===== config.mk =====
export PLATFORM = sky130hd
export DESIGN_NAME = spi_frame_ctrl
export DESIGN_NICKNAME = d
export VERILOG_FILES = /design/src/rtl/spi_frame_ctrl.sv
export SDC_FILE = /design/constraint.sdc
export NUM_CORES = 1
export LEC_CHECK = 0
export CAP_MARGIN = 20
export CORE_UTILIZATION = 52
export DETAILED_ROUTE_END_ITERATION = 12
export GPL_ROUTABILITY_DRIVEN = 0
export HOLD_SLACK_MARGIN = 0.02
export PLACE_DENSITY = 0.86
export SYNTH_ARGS = -nofsm -noshare
export SYNTH_HDL_FRONTEND = slang
export SYNTH_SLANG_ARGS = --single-unit

===== constraint.sdc =====
create_clock -name clk -period 2.3 [get_ports clk]
set_input_delay 0.46 -clock clk [delete_from_list [all_inputs] [get_ports clk]]
set_output_delay 0.46 -clock clk [all_outputs]
set_load 0.01 [all_outputs]

===== src/rtl/spi_frame_ctrl.sv =====
// Frame-level controller above the SPI byte engine.
// Decodes the header byte of each SS-framed transaction, then runs one of
// these accesses: configuration register write or read, capture FIFO read,
// or status read. It also supplies the next MISO byte and reports frame errors.
//
// Byte strobe protocol: spi_eob is a one-cycle strobe and spi_rx is valid only
// while it is high. The byte engine gives no backpressure. Every strobe seen
// inside a frame is consumed in that cycle, and the reply for the next slot
// appears on spi_tx one cycle later.
module spi_frame_ctrl #(
  parameter int NREGS = 8,
  parameter int AW    = 3
) (
  input  logic               clk,
  input  logic               rst,
  input  logic               spi_busy,
  input  logic               spi_eob,
  input  logic [7:0]         spi_rx,
  output logic [7:0]         spi_tx,
  output logic               spi_err,
  input  logic [7:0]         fifo_data,
  input  logic               fifo_empty,
  input  logic               fifo_full,
  output logic               fifo_rd,
  output logic [8*NREGS-1:0] cfg_regs,
  output logic               cfg_wr,
  output logic [7:0]         frame_cnt,
  output logic [2:0]         fsm_state
);

  typedef enum logic [2:0] {
    S_IDLE  = 3'd0,
    S_HDR   = 3'd1,
    S_ARG   = 3'd2,
    S_DATA  = 3'd3,
    S_DRAIN = 3'd4,
    S_ERR   = 3'd5
  } state_t;

  state_t          state, state_n;
  logic            busy_q;
  logic [7:0]      regs [NREGS];
  logic [AW-1:0]   addr;
  logic [AW-1:0]   addr_nxt;
  logic [1:0]      cmd_q;
  logic            rd_q;
  logic            unf, err;
  logic            fifo_rd_q;
  logic [7:0]      byte_idx;

  // Header decode, meaningful only while spi_eob is high in HDR.
  logic [4:0]      hdr_cmd;
  logic            hdr_rd;
  logic            hdr_valid;
  logic            frame_end;
  logic [7:0]      status_byte;

  // Per-strobe actions produced by the datapath decode.
  logic            tx_ld;
  logic [7:0]      tx_val;
  logic            pop, unf_set, err_set, stat_clr;
  logic            reg_we, addr_ld, addr_inc;
  logic            fifo_slot, stat_slot;

  assign hdr_cmd     = spi_rx[4:0];
  assign hdr_rd      = spi_rx[6];
  assign hdr_valid   = (hdr_cmd == 5'd0) || (hdr_cmd == 5'd1) ||
                       (((hdr_cmd == 5'd2) || (hdr_cmd == 5'd3)) && hdr_rd);
  assign frame_end   = (state != S_IDLE) && !spi_busy;
  assign addr_nxt    = addr + AW'(1);
  assign status_byte = {fifo_empty, fifo_full, unf, err, frame_cnt[3:0]};
  assign fifo_rd     = fifo_rd_q & ~fifo_empty;
  assign fsm_state   = state;

  for (genvar i = 0; i < NREGS; i++) begin : g_flat
    assign cfg_regs[8*i +: 8] = regs[i];
  end

  // State register.
  always_ff @(posedge clk or negedge rst) begin
    if (!rst) state <= S_IDLE;
    else      state <= state_n;
  end

  // Next-state logic; a falling spi_busy ends the frame from any active state.
  always_comb begin
    state_n = state;
    case (state)
      S_IDLE: if (spi_busy && !busy_q) state_n = S_HDR;
      S_HDR: begin
        if (spi_eob) begin
          if (!hdr_valid)             state_n = S_ERR;
          else if (hdr_cmd == 5'd0)   state_n = S_DRAIN;
          else if (hdr_cmd == 5'd1)   state_n = S_ARG;
          else                        state_n = S_DATA;
        end
      end
      S_ARG:   if (spi_eob) state_n = S_DATA;
      default: state_n = state;
    endcase
    if (frame_end) state_n = S_IDLE;
  end

  // Per-strobe datapath decode: register access, next MISO byte, pops, sticky bits.
  always_comb begin
    tx_ld     = 1'b0;
    tx_val    = 8'h00;
    pop       = 1'b0;
    unf_set   = 1'b0;
    err_set   = 1'b0;
    stat_clr  = 1'b0;
    reg_we    = 1'b0;
    addr_ld   = 1'b0;
    addr_inc  = 1'b0;
    fifo_slot = 1'b0;
    stat_slot = 1'b0;
    if (spi_eob) begin
      case (state)
        S_HDR: begin
          tx_ld = 1'b1;
          if (!hdr_valid)            err_set   = 1'b1;
          else if (hdr_cmd == 5'd2)  fifo_slot = 1'b1;
          else if (hdr_cmd == 5'd3)  stat_slot = 1'b1;
        end
        S_ARG: begin
          addr_ld = 1'b1;
          tx_ld   = 1'b1;
          if (rd_q) tx_val = regs[spi_rx[AW-1:0]];
        end
        S_DATA: begin
          addr_inc = 1'b1;
          tx_ld    = 1'b1;
          case (cmd_q)
            2'd1:    if (rd_q) tx_val = regs[addr_nxt];
                     else      reg_we = 1'b1;
            2'd2:    fifo_slot = 1'b1;
            2'd3:    stat_slot = 1'b1;
            default: tx_val = 8'h00;
          endcase
        end
        S_DRAIN, S_ERR: tx_ld = 1'b1;
        default: tx_ld = 1'b0;
      endcase
    end
    // Loads that consume FIFO data or sticky bits are skipped when the frame
    // ends on this very strobe, since that byte would never be shifted out.
    if (fifo_slot && spi_busy) begin
      if (!fifo_empty) begin
        tx_val = fifo_data;
        pop    = 1'b1;
      end else begin
        unf_set = 1'b1;
      end
    end
    if (stat_slot && spi_busy) begin
      tx_val   = status_byte;
      stat_clr = 1'b1;
    end
  end

  // Datapath registers: register bank, address, MISO byte, sticky bits, counters.
  always_ff @(posedge clk or negedge rst) begin
    if (!rst) begin
      for (int i = 0; i < NREGS; i++) regs[i] <= 8'h00;
      busy_q    <= 1'b0;
      addr      <= '0;
      cmd_q     <= 2'd0;
      rd_q      <= 1'b0;
      unf       <= 1'b0;
      err       <= 1'b0;
      fifo_rd_q <= 1'b0;
      cfg_wr    <= 1'b0;
      spi_tx    <= 8'h00;
      spi_err   <= 1'b0;
      frame_cnt <= 8'h00;
      byte_idx  <= 8'h00;
    end else begin
      busy_q    <= spi_busy;
      cfg_wr    <= reg_we;
      fifo_rd_q <= pop;
      unf       <= unf_set | (unf & ~stat_clr);
      err       <= err_set | (err & ~stat_clr);
      if (reg_we) regs[addr] <= spi_rx;
      if (addr_ld)       addr <= spi_rx[AW-1:0];
      else if (addr_inc) addr <= addr_nxt;
      if ((state == S_HDR) && spi_eob && hdr_valid) begin
        cmd_q <= spi_rx[1:0];
        rd_q  <= hdr_rd;
      end
      if (frame_end) begin
        spi_tx   <= 8'h00;
        spi_err  <= 1'b0;
        byte_idx <= 8'h00;
        if ((state != S_ERR) && !err_set) frame_cnt <= frame_cnt + 8'd1;
      end else begin
        if (tx_ld)   spi_tx  <= tx_val;
        if (err_set) spi_err <= 1'b1;
        if (spi_eob && (state != S_IDLE) && (byte_idx != 8'hFF))
          byte_idx <= byte_idx + 8'd1;
      end
    end
  end

endmodule


; ---- Yosys cells after proc, flatten, opt, wreduce, memory -nomap -nowiden
; Cells that the tools add are included.
[totals]
register_bits = 95
latchBits = 0
mem_bits_rw = 0
mem_bits_ro = 0
inputBits = 22
output_inout_bits = 86
n_memories = 0
[op_classes]
n_addsub = 2
n_mul = 0
div = 0
order_cmp = 4
n_eq_ne = 15
n_shift = 0
muxes = 60
bitwise_logic = 10
n_reduce_logical = 25
[ops]
columns = cell, n
row1 = 2-to-1 mux 8 bit, 14
row2 = bitwise mux 64 bit, 1
row3 = binary-select mux 8 bit (select 3 bit), 2
row4 = 2-to-1 mux 1 bit, 30
row5 = demux 8 bit (select 3 bit), 1
row6 = 2-to-1 mux 3 bit, 8
row7 = one-hot mux 8 bit (2 select lines), 1
row8 = ">= comparator 4 bit, second input constant", 3
row9 = "inequality test 3 bit, second input constant", 4
row10 = NOT 3 -> 4 bit, 3
row11 = "== test 5 x 2 -> 1 bit, second input constant", 2
row12 = logical AND 1 bit, 9
row13 = one-hot mux 3 bit (3 select lines), 1
row14 = "adder 8 x 1 -> 8 bit, second input constant", 1
row15 = "== test 3 x 2 -> 1 bit, second input constant", 2
row16 = "== test 3 bit, second input constant", 2
row17 = nonzero test 2 bit, 3
row18 = "== test 5 x 1 -> 1 bit, second input constant", 1
row19 = logical NOT 5 bit, 1
row20 = OR reduction 5 bit, 1
row21 = "== test 2 bit, second input constant", 2
row22 = "< comparator 4 x 1 -> 1 bit, second input constant", 1
row23 = one-hot mux 1 bit (2 select lines), 2
row24 = AND reduction 4 bit, 1
row25 = other kinds (12), 20

; ---- Longest topological paths before layout
; Gate-level depths: netlist of the first run.
[logic_depth]
ltp_word = 14
depth_mapped = 8
ltp_nobuf = 6

; ---- Least setup slack after synthesis of the first run
; Ideal clock, no wire load.
[synth_path]
path_type = reg-to-reg
startpoint = reg addr[1]
endpoint = reg spi_tx[7]
setup_time_ns = 0.121
t_arrival_ns = 2.005
path_slack_ns = 0.174
stages_incl_launch_ff = 8
n_path_buf = 2
path_cell_list = dfrtp_1 -> ha_1 -> buf_2 -> buf_4 -> mux4_2 -> mux2i_1 -> o21bai_1 -> a2bb2oi_2
[synth_between]
elab_chain_len = 14
[synth_lines]
columns = element, line_no
row1 = start: declaration, 43  ; logic [AW-1:0] addr;
row2 = start signal: assignment, 184  ; if (addr_ld) addr <= spi_rx[AW-1:0];
row3 = start signal: assignment, 185  ; else if (addr_inc) addr <= addr_nxt;
row4 = adder 3 x 1 -> 3 bit (*), 70  ; assign addr_nxt = addr + AW'(1);
row5 = NOT 3 -> 4 bit (not written as such) (*), 134  ; 2'd1: if (rd_q) tx_val = regs[addr_nxt];
row6 = binary-select mux 8 bit (select 3 bit) (*), 134
row7 = 2-to-1 mux 8 bit (not written as such) (*) (2 in a row), 134
row8 = 2-to-1 mux 8 bit (*), 134
row9 = 2-to-1 mux 8 bit (*), 133  ; case (cmd_q)
row10 = one-hot mux 8 bit (2 select lines) (*), 118  ; case (state)
row11 = 2-to-1 mux 8 bit (*), 117  ; if (spi_eob) begin
row12 = 2-to-1 mux 8 bit, 148  ; if (!fifo_empty) begin
row13 = 2-to-1 mux 8 bit (*), 147  ; if (fifo_slot && spi_busy) begin
row14 = 2-to-1 mux 8 bit (*), 155  ; if (stat_slot && spi_busy) begin
row15 = 2-to-1 mux 8 bit (*), 196  ; if (tx_ld) spi_tx <= tx_val;
row16 = 2-to-1 mux 8 bit (*), 190  ; if (frame_end) begin
row17 = end signal: assignment, 196
row18 = end: declaration, 19  ; output logic [7:0] spi_tx,
; Every way passes the cells marked *; elsewhere a longest branch is shown, timed or not. The select of a mux whose other input is x is not followed.
; A chain may end at the register's enable or synchronous reset.

; ---- Worst setup path in the final report of the first run
[layout_path]
startpoint = in spi_eob
endpoint = reg spi_tx[2]
[layout_between]
elab_chain_len = 6
elab_cells_between_ends = 12
[layout_lines]
columns = element, line_no
row1 = start: declaration, 17  ; input logic spi_eob,
row2 = 2-to-1 mux 8 bit / 2-to-1 mux 1 bit (equally long branches), 117
row3 = 2-to-1 mux 8 bit / logical AND 1 bit (equally long branches), "148, 147"
row4 = 2-to-1 mux 8 bit, 147
row5 = 2-to-1 mux 8 bit, 155
row6 = 2-to-1 mux 8 bit, 196
row7 = 2-to-1 mux 8 bit, 190
; Parallel ways exist; a longest one is shown, timed or not. The select of a mux whose other input is x is not followed.

==> flow_metrics.py, run 1 <==
metrics = {
    "die": {
        "chipHeight_um": 103,
        "initial_core_util": 0.539,
        "dieArea_um2": 10600,
        "placementRows": 36,
        "io_pins": 108,
        "core-area_um2": 9820,
        "die_w_um": 103,
    },
    "final_layout": {
        "area_growth_pct": 30.5,
        "stdcell_count": 690,
        "nets": 576,
        "drive_gt1_frac": 0.312,
        "antennaDiodeCount": 0,
        "postLayoutCoreUtil": 0.703,
        "fillCellCount": 709,
    },
    "route": {
        "num_vias": 4340,
        "drt_iter0_markers": 270,
        "drc": 0,
        "first_pass_iters": 5,
        "ant_nets": 0,
        "wl_per_cell_um": 21.9,
        "wl_um": 15100,
        "via_per_inst": 6.29,
    },
    "clocking": {
        "max-clock-path-buffers": 2,
        "clock_latency_ps": 380,
        "hold_buffers": 0,
        "numCtsBuffers": 9,
        "post_cts_buffers": 0,
        "cts.reportedPaths.clkPinSlew_ps": 100,
        "clockRootBuffer": "clkbuf_8",
        "htree_levels": 3,
        "cts_resized": 0,
        "cts_sinks": 95,
        "cts_tree": "built",
    },
    "status": {
        "status": "completed",
    },
    "logic_synthesis": {
        "synth-async-reset-ratio": 1.00,
        "ys_seq_area_frac": 0.449,
        "syn_avg_cell_area_um2": 12.4,
        "syn_inst": 425,
        "syn_area_um2": 5290,
        "synth-edff-count": 0,
        "synth-warning-count": 0,
        "synth_seq_cells": 95,
        "synth_cell_types": 63,
        "syn-num-nets": 449,
        "ys.flop_type": "dfrtp_1",
    },
    "timing": {
        "max_clock_freq_mhz": 469,
        "worst_pin_slew_ps": 606,
        "fin_crit_ps": 2130,
        "tns_ps": 0,
        "rsz0062_at_grt": "no",
        "relSlewSlack": 0.596,
        "min_period_over_period": 0.927,
        "finalSetupViolations": 0,
        "finalHoldViolCount": 0,
        "finClkSkew_ps": 7.74,
        "slew_viol_final": 0,
        "fin_ws_ps": 168,
    },
    "setup_path": {
        "slowest_delay_ps": 670,
        "rr_startpoint": "addr[0]",
        "criticalPathCategory": "in -> reg",
        "worstSetupStartpointType": "input pin",
        "cp_cell_sequence": "clkdlybuf4s50_1, nand3b_4, or4_1, a221oi_1, nand2_1, a32oi_1",
        "cp.required_ps": 2600,
        "worstSetupStartpoint": "spi_eob",
        "crit_fanout": 8,
        "crit_path_end_kind": "flip-flop",
        "cp.arrival_ps": 2430,
        "critical-path-slowest-cell": "or4_1",
    },
    "global_route": {
        "antenna_found_initial": 0,
        "busiest_layer": "met2",
        "use_met1": 0.387,
        "grt_use_total": 0.297,
        "grt_max_degree": 46,
        "grt_util_met3": 0.0644,
        "gr-usage-met2": 0.479,
        "grt_pass1_vias": 4383,
        "grt_pass1_wl_um": 23100,
        "grt-ovfl-total": 0,
    },
    "power_and_ir_drop": {
        "power_mw": 4.71,
        "switching_power_mw": 1.69,
        "p_leak_nw": 3.02,
        "p_seq_frac": 0.420,
        "p_int_mw": 3.01,
        "combPwrFrac": 0.349,
        "clock_power_share": 0.230,
        "vdd_drop_max_v": 0.000394,
        "power_density_nw_per_um2": 682,
        "switching_share": 0.360,
    },
    "job": {
        "max_cap_violations": 0,
    },
    "place": {
        "place_ws_ps": -194,
        "dp_hpwl_um": 10700,
        "dp_cells": 674,
        "portBuffers": 107,
    },
    "worst_hold_path": {
        "hold_class": "in -> async",
    },
}
[final timing paths]
check	cells past startpoint	endpoint	slack [ps]
max in group asynchronous	2	cfg_regs[37]	1570
worst max-delay path	6	spi_tx[2]	170
worst max register to register	6	spi_tx[3]	250
worst min register to register	1	frame_cnt[7]	470
min in group clk	1	frame_cnt[7]	470
worst min-delay path	1	fsm_state[1]	90
[cell usage after synthesis, types with 7 or more instances]
library cell | number | share of area
dfrtp_1 | 95 | 0.45
mux2_2 | 73 | 0.16
nand2_1 | 26 | 0.018
mux2i_1 | 24 | 0.045
mux4_2 | 20 | 0.085
nor2_1 | 17 | 0.012
o21ai_0 | 13 | 0.012
buf_2 | 12 | 0.011
clkbuf_1 | 10 | 0.0071
a21oi_1 | 7 | 0.0066
a221oi_1 | 7 | 0.012
a22oi_1 | 7 | 0.0099
nor3_1 | 7 | 0.0066
xor2_1 | 7 | 0.012
[layout by cell type (no fill, tap or decap), types with 4 or more instances in the layout]
cell             count
a211oi_1             5
a21oi_1              7
a221oi_1             7
a22oi_1              7
a32oi_1              4
buf_12               5
buf_4               36
clkbuf_8             9
clkdlybuf4s50_1    106
dfrtp_1             95
inv_1                6
mux2_2              73
mux2i_1             24
mux4_2              20
nand2_1             26
nand2_2              6
nor2_1              17
nor2b_1              6
nor3_1               7
o21ai_0             13
o22ai_1              4
xor2_1               7
[cells by family after synthesis]
logic type | synth area share
muxes | 0.286
AOI/OAI and AO/OA | 0.101
and+or+nand+nor | 0.110
DFF | 0.449
adders and majority gates | 0.00473
xor gates and xnor gates | 0.0132
buffers and inverters | 0.0362
[power by group through the flow]
stage          combinational (mW)  sequential [mW]  clock [mW]
6_report                     1.64             1.98        1.08
5_1_grt                      1.76             2.00        1.16
4_1_cts                      1.64             1.98        1.09
3_5_place_dp                 1.63             2.01           0
3_3_place_gp                 1.56             2.00           0
2_1_floorplan               0.973             2.01           0
[state kept, by name, indices dropped and copies added (netlist names)]
signal / count
addr: 3
cfg_regs: 64
fifo_rd_q: 1
busy_q: 1
spi_tx: 8
fsm_state: 3
cmd_q: 2
rd_q: 1
cfg_wr: 1
frame_cnt: 8
spi_err: 1
err: 1
unf: 1
[layer usage]
layer,vias up,share of wire
met5,-,0
met4,0,0.032
met3,40,0.089
met2,270,0.48
met1,2167,0.40
li1,1863,-
[through the flow]
step | cell area (um2) | hold slack (ps)
3_3_place_gp | 6720 | 457
5_1_grt | 6910 | 122
2_1_floorplan | 5290 | 164
4_1_cts | 6910 | 113
6_report | 6910 | 85.3
3_5_place_dp | 6720 | 465
[area by class of cell]
cell class                 instances  area (um2)  area share
clock buffer                       9         124      0.0179
clock inverter                     7        62.6     0.00906
inverter                           6        22.5     0.00326
multi-input combinational        293        2720       0.394
sequential                        95        2380       0.344
tap                              133         166      0.0241
timing repair buffer             147        1430       0.207
[critical path, delay by kind of cell]
| family | cells | cell delay (ps) |
|---|---|---|
| buffers and inverters | 1 | 520 |
| AOI/OAI and AO/OA | 2 | 500 |
| and+or+nand+nor | 3 | 940 |
Note: power is estimated with default switching activity, not from simulation.
==> inputs of run 2 (changes only) <==
HOLD_SLACK_MARGIN = 0.15   (was 0.02)
==> run 2 against run 1 <==
Effect of this change:
- critical path depth unchanged
- sequential power barely moved
- power grew 0.19%
- wire length about the same
- via count is 0.30% higher
- count of clock-buffer cells in the layout unchanged
- non-clock buffer count grew 1
- die area unchanged
- cell count grew 0.14%
- cell area rose by 0.14%
- worst hold slack improved by 390 ps
- combinational power hardly changed
==> flow_metrics.py, run 2 (same netlist as run 1, synthesis figures left out) <==
metrics = {
    "setup_path": {
        "worstSetupStartpoint": "spi_eob",
        "cp.required_ps": 2600,
        "crit_path_end_kind": "flip-flop",
        "rr_startpoint": "addr[0]",
        "critical-path-slowest-cell": "or4_1",
        "slowest_delay_ps": 680,
        "r2r_end": "spi_tx[3]",
        "cp_cell_sequence": "clkdlybuf4s50_1, nand3b_4, or4_1, a221oi_1, nand2_1, a32oi_1",
        "crit_family": "simple AND/OR/NAND/NOR gates",
        "cp.arrival_ps": 2440,
        "rr_worst_depth": 6,
        "crit_cells": 6,
        "worstSetupStartpointType": "input pin",
        "r2r_slack_ps": 250,
        "crit_fanout": 8,
        "cp_num_buf_inv": 1,
        "crit_end": "spi_tx[2]",
        "criticalPathCategory": "in -> reg",
    },
    "worst_hold_path": {
        "hold_class": "reg -> reg",
    },
    "timing": {
        "max_clock_freq_mhz": 469,
        "finClkSkew_ps": 7.13,
        "timing.hold.ws_ps": 474,
        "fin_ws_ps": 166,
        "finalSetupViolations": 0,
        "finalHoldViolCount": 0,
        "rsz0062_at_grt": "no",
        "relSlewSlack": 0.597,
        "slew_viol_final": 0,
        "min_period_over_period": 0.928,
        "worst_pin_slew_ps": 605,
        "fin_crit_ps": 2130,
    },
    "route": {
        "drt_iter0_markers": 317,
        "num_vias": 4353,
        "wl_per_cell_um": 21.8,
        "ant_nets": 0,
        "first_pass_iters": 5,
        "wl_um": 15100,
        "drc": 0,
        "via_per_inst": 6.30,
    },
    "final_layout": {
        "largest_reg_flops": 64,
        "area_growth_pct": 30.7,
        "stdcell_count": 691,
        "nets": 577,
        "layout_common_cells": "clkdlybuf4s50_1 (106), dfrtp_1 (95), mux2_2 (73)",
        "final_common_cell": "clkdlybuf4s50_1",
        "antennaDiodeCount": 0,
        "drive_gt1_frac": 0.312,
    },
    "place": {
        "dp_cells": 674,
        "dp_hpwl_um": 10700,
        "place_ws_ps": -194,
        "portBuffers": 107,
    },
    "power_and_ir_drop": {
        "power_density_nw_per_um2": 682,
        "p_leak_nw": 3.02,
        "vdd_drop_max_v": 0.000395,
    },
    "clocking": {
        "cts_tree": "built",
        "max-clock-path-buffers": 2,
        "cts_sinks": 95,
        "numCtsBuffers": 9,
        "clock_latency_ps": 380,
        "clockRootBuffer": "clkbuf_8",
        "cts.reportedPaths.clkPinSlew_ps": 100,
        "htree_levels": 3,
    },
    "die": {
        "die_w_um": 103,
        "io_pins": 108,
        "initial_core_util": 0.539,
        "dieArea_um2": 10600,
        "core-area_um2": 9820,
        "chipHeight_um": 103,
        "placementRows": 36,
    },
    "global_route": {
        "antenna_found_initial": 0,
        "grt_pass1_vias": 4383,
        "grt_pass1_wl_um": 23100,
        "grt_use_total": 0.297,
        "grt-ovfl-total": 0,
        "grt_max_degree": 46,
    },
    "job": {
        "max_cap_violations": 0,
    },
    "status": {
        "status": "completed",
    },
}
## run 2: worst min path at each step
stage                      start      endpoint  slack (ps)  cells after the start
floorplan                    rst       addr[0]         160                      0
global placement    frame_cnt[7]  frame_cnt[7]         460                      1
detailed placement  frame_cnt[7]  frame_cnt[7]         470                      1
CTS                 frame_cnt[7]  frame_cnt[7]         480                      1
global route        frame_cnt[7]  frame_cnt[7]         510                      1
finish              frame_cnt[7]  frame_cnt[7]         470                      1
## run 2: area by class of cell
type | instances | area, um2
clock buffers | 9 | 124
clock inverters | 7 | 62.6
fillers | 708 | 2900
inverters | 6 | 22.5
multi-input cells | 293 | 2720
flip-flops and latches | 95 | 2380
well taps | 133 | 166
repair buffers | 148 | 1440
## run 2: worst reg2reg max path, cell delays in order (launching register included)
cell     delay (ps)
dfrtp_1         400
ha_1            350
buf_12          160
mux4_2          540
mux2i_1         190
o22a_2          200
a22oi_1          90
## run 2: power by group
group / switching, mW / internal [mW]
logic: 0.851 / 0.795
registers: 0.177 / 1.80
clock network: 0.674 / 0.418
total: 1.70 / 3.01
## run 2: per-stage QoR
stage	TNS (ps)	power (mW)	utilization	instance area (um2)
after floorplan	0	2.99	-	5290
after global placement	-2310	3.56	0.684	6720
after detailed placement	-4070	3.64	0.684	6720
after CTS	0	4.71	0.704	6920
after global routing	0	4.92	0.704	6920
final	0	4.72	0.704	6920
## run 2: what timing repair did
action,CTS,global route
endpoints found under the hold margin,43,0
hold buffers,1,0
setup buffers,0,0
gates resized for setup,0,0
## run 2: metal layers
| layer | track usage | vias up | routed length [um] |
|---|---|---|---|
| met5 | 0 | - | 0 |
| met4 | 0.135 | 0 | 504 |
| met3 | 0.0644 | 44 | 1210 |
| met2 | 0.479 | 264 | 7270 |
| met1 | 0.387 | 2185 | 6110 |
| li1 | - | 1860 | - |
==> inputs of run 3 (changes only) <==
RECOVER_POWER = 50   (was unset)
==> run 3 against run 2 <==
Effect of this change:
- combinational power barely moved
- clock skew barely moved
- register-to-register slack got worse by 70 ps
- flip-flop and latch count did not move
- non-clock buffer count did not move
- critical endpoint is now spi_tx[7]
==> flow_metrics.py, run 3 (same netlist as run 1, synthesis figures left out) <==
metrics = {
    "status": {
        "status": "completed",
    },
    "die": {
        "core-area_um2": 9820,
        "die_w_um": 103,
        "initial_core_util": 0.539,
        "placementRows": 36,
        "dieArea_um2": 10600,
        "io_pins": 108,
        "chipHeight_um": 103,
    },
    "clocking": {
        "cts.reportedPaths.clkPinSlew_ps": 100,
        "numCtsBuffers": 9,
        "cts_sinks": 95,
        "max-clock-path-buffers": 2,
        "post_cts_buffers": 0,
        "cts_tree": "built",
        "htree_levels": 3,
        "clockRootBuffer": "clkbuf_8",
        "clock_latency_ps": 380,
        "cts_resized": 0,
    },
    "worst_hold_path": {
        "hp-start": "frame_cnt[7]",
        "hold_class": "reg -> reg",
        "min_path_cells": 1,
        "min_to": "frame_cnt[7]",
    },
    "place": {
        "dp_cells": 674,
        "place_ws_ps": -194,
        "portBuffers": 107,
        "dp_hpwl_um": 10700,
    },
    "route": {
        "drc": 0,
        "drt_iter0_markers": 252,
        "via_per_inst": 6.22,
        "wl_um": 15000,
        "first_pass_iters": 5,
        "wl_per_cell_um": 21.7,
        "num_vias": 4300,
        "ant_nets": 0,
    },
    "setup_path": {
        "cp.required_ps": 2570,
        "r2r_end": "spi_tx[2]",
        "cp.arrival_ps": 2440,
        "r2r_slack_ps": 180,
        "crit_fanout": 21,
        "crit_path_end_kind": "flip-flop",
        "criticalPathCategory": "in -> reg",
        "rr_startpoint": "addr[0]",
        "worstSetupStartpointType": "input pin",
        "rr_worst_depth": 6,
    },
    "timing": {
        "min_period_over_period": 0.944,
        "max_clock_freq_mhz": 460,
        "fin_crit_ps": 2170,
        "finalSetupViolations": 0,
        "relSlewSlack": 0.225,
        "finalHoldViolCount": 0,
        "tns_ps": 0,
        "fin_ws_ps": 128,
        "worst_pin_slew_ps": 1160,
        "slew_viol_final": 0,
        "rsz0062_at_grt": "no",
        "finClkSkew_ps": 6.70,
    },
    "global_route": {
        "grt_pass1_vias": 4383,
        "antenna_found_initial": 0,
        "grt_max_degree": 46,
        "grt_pass1_wl_um": 23100,
        "grt-ovfl-total": 0,
        "grt_use_total": 0.297,
    },
    "power_and_ir_drop": {
        "power_density_nw_per_um2": 681,
        "power_mw": 4.70,
        "p_leak_nw": 3.13,
        "vdd_drop_max_v": 0.000375,
    },
    "final_layout": {
        "area_growth_pct": 30.4,
        "nets": 577,
        "drive_gt1_frac": 0.308,
        "fillCellCount": 712,
        "final_common_cell": "dfrtp_1",
        "layout_common_cells": "dfrtp_1 (95), mux2_2 (73), clkdlybuf4s50_1 (72)",
        "antennaDiodeCount": 0,
        "stdcell_count": 691,
        "largest_reg_flops": 64,
        "postLayoutCoreUtil": 0.702,
    },
    "job": {
        "max_cap_violations": 0,
    },
}
run 3: timing repair:
action | 4_1_cts | 5_1_grt
endpoints found under the hold margin | 43 | 0
hold buffers | 1 | 0
endpoints found under the setup margin | 0 | 0
run 3: how the worst max path moves through the flow:
stage	startpoint	end	slack, ps	cells past startpoint
after CTS	spi_eob	spi_tx[6]	220	6
after detailed placement	spi_eob	spi_tx[6]	-190	6
final	spi_rx[2]	spi_tx[7]	130	7
after global routing	addr[0]	spi_tx[4]	70	6
after global placement	spi_eob	spi_tx[2]	-140	6
after floorplan	addr[1]	spi_tx[7]	170	7
run 3: power by group:
part / internal [mW] / total (mW) / switching (mW)
Clock: 0.418 / 1.09 / 0.667
Sequential: 1.80 / 1.98 / 0.177
Combinational: 0.784 / 1.63 / 0.847
run 3: cell type report:
cell class	instances	area (um2)	area share
Multi-Input combinational cell	293	2720	0.395
Tap cell	133	166	0.0241
Clock inverter	7	62.6	0.00907
Sequential cell	95	2380	0.345
Clock buffer	9	124	0.0180
Timing Repair Buffer	148	1420	0.206
Inverter	6	22.5	0.00327
run 3: metal layers:
metal  wire [um]  track usage
met5           0            0
met4         469        0.135
met3        1170       0.0644
met2        7240        0.479
met1        6140        0.387
run 3: metrics by stage:
step / instance area (um2) / hold WS (ps)
finish: 6900 / 469
global route: 6900 / 508
detailed placement: 6720 / 465
CTS: 6920 / 478
floorplan: 5290 / 164
global placement: 6720 / 457
run 3: critical path, stage by stage:
cell,delay [ps]
clkdlybuf4s50_1,560
clkbuf_2,470
mux4_2,410
nand2_1,90
a21oi_1,60
o21bai_1,200
a2bb2oi_2,180
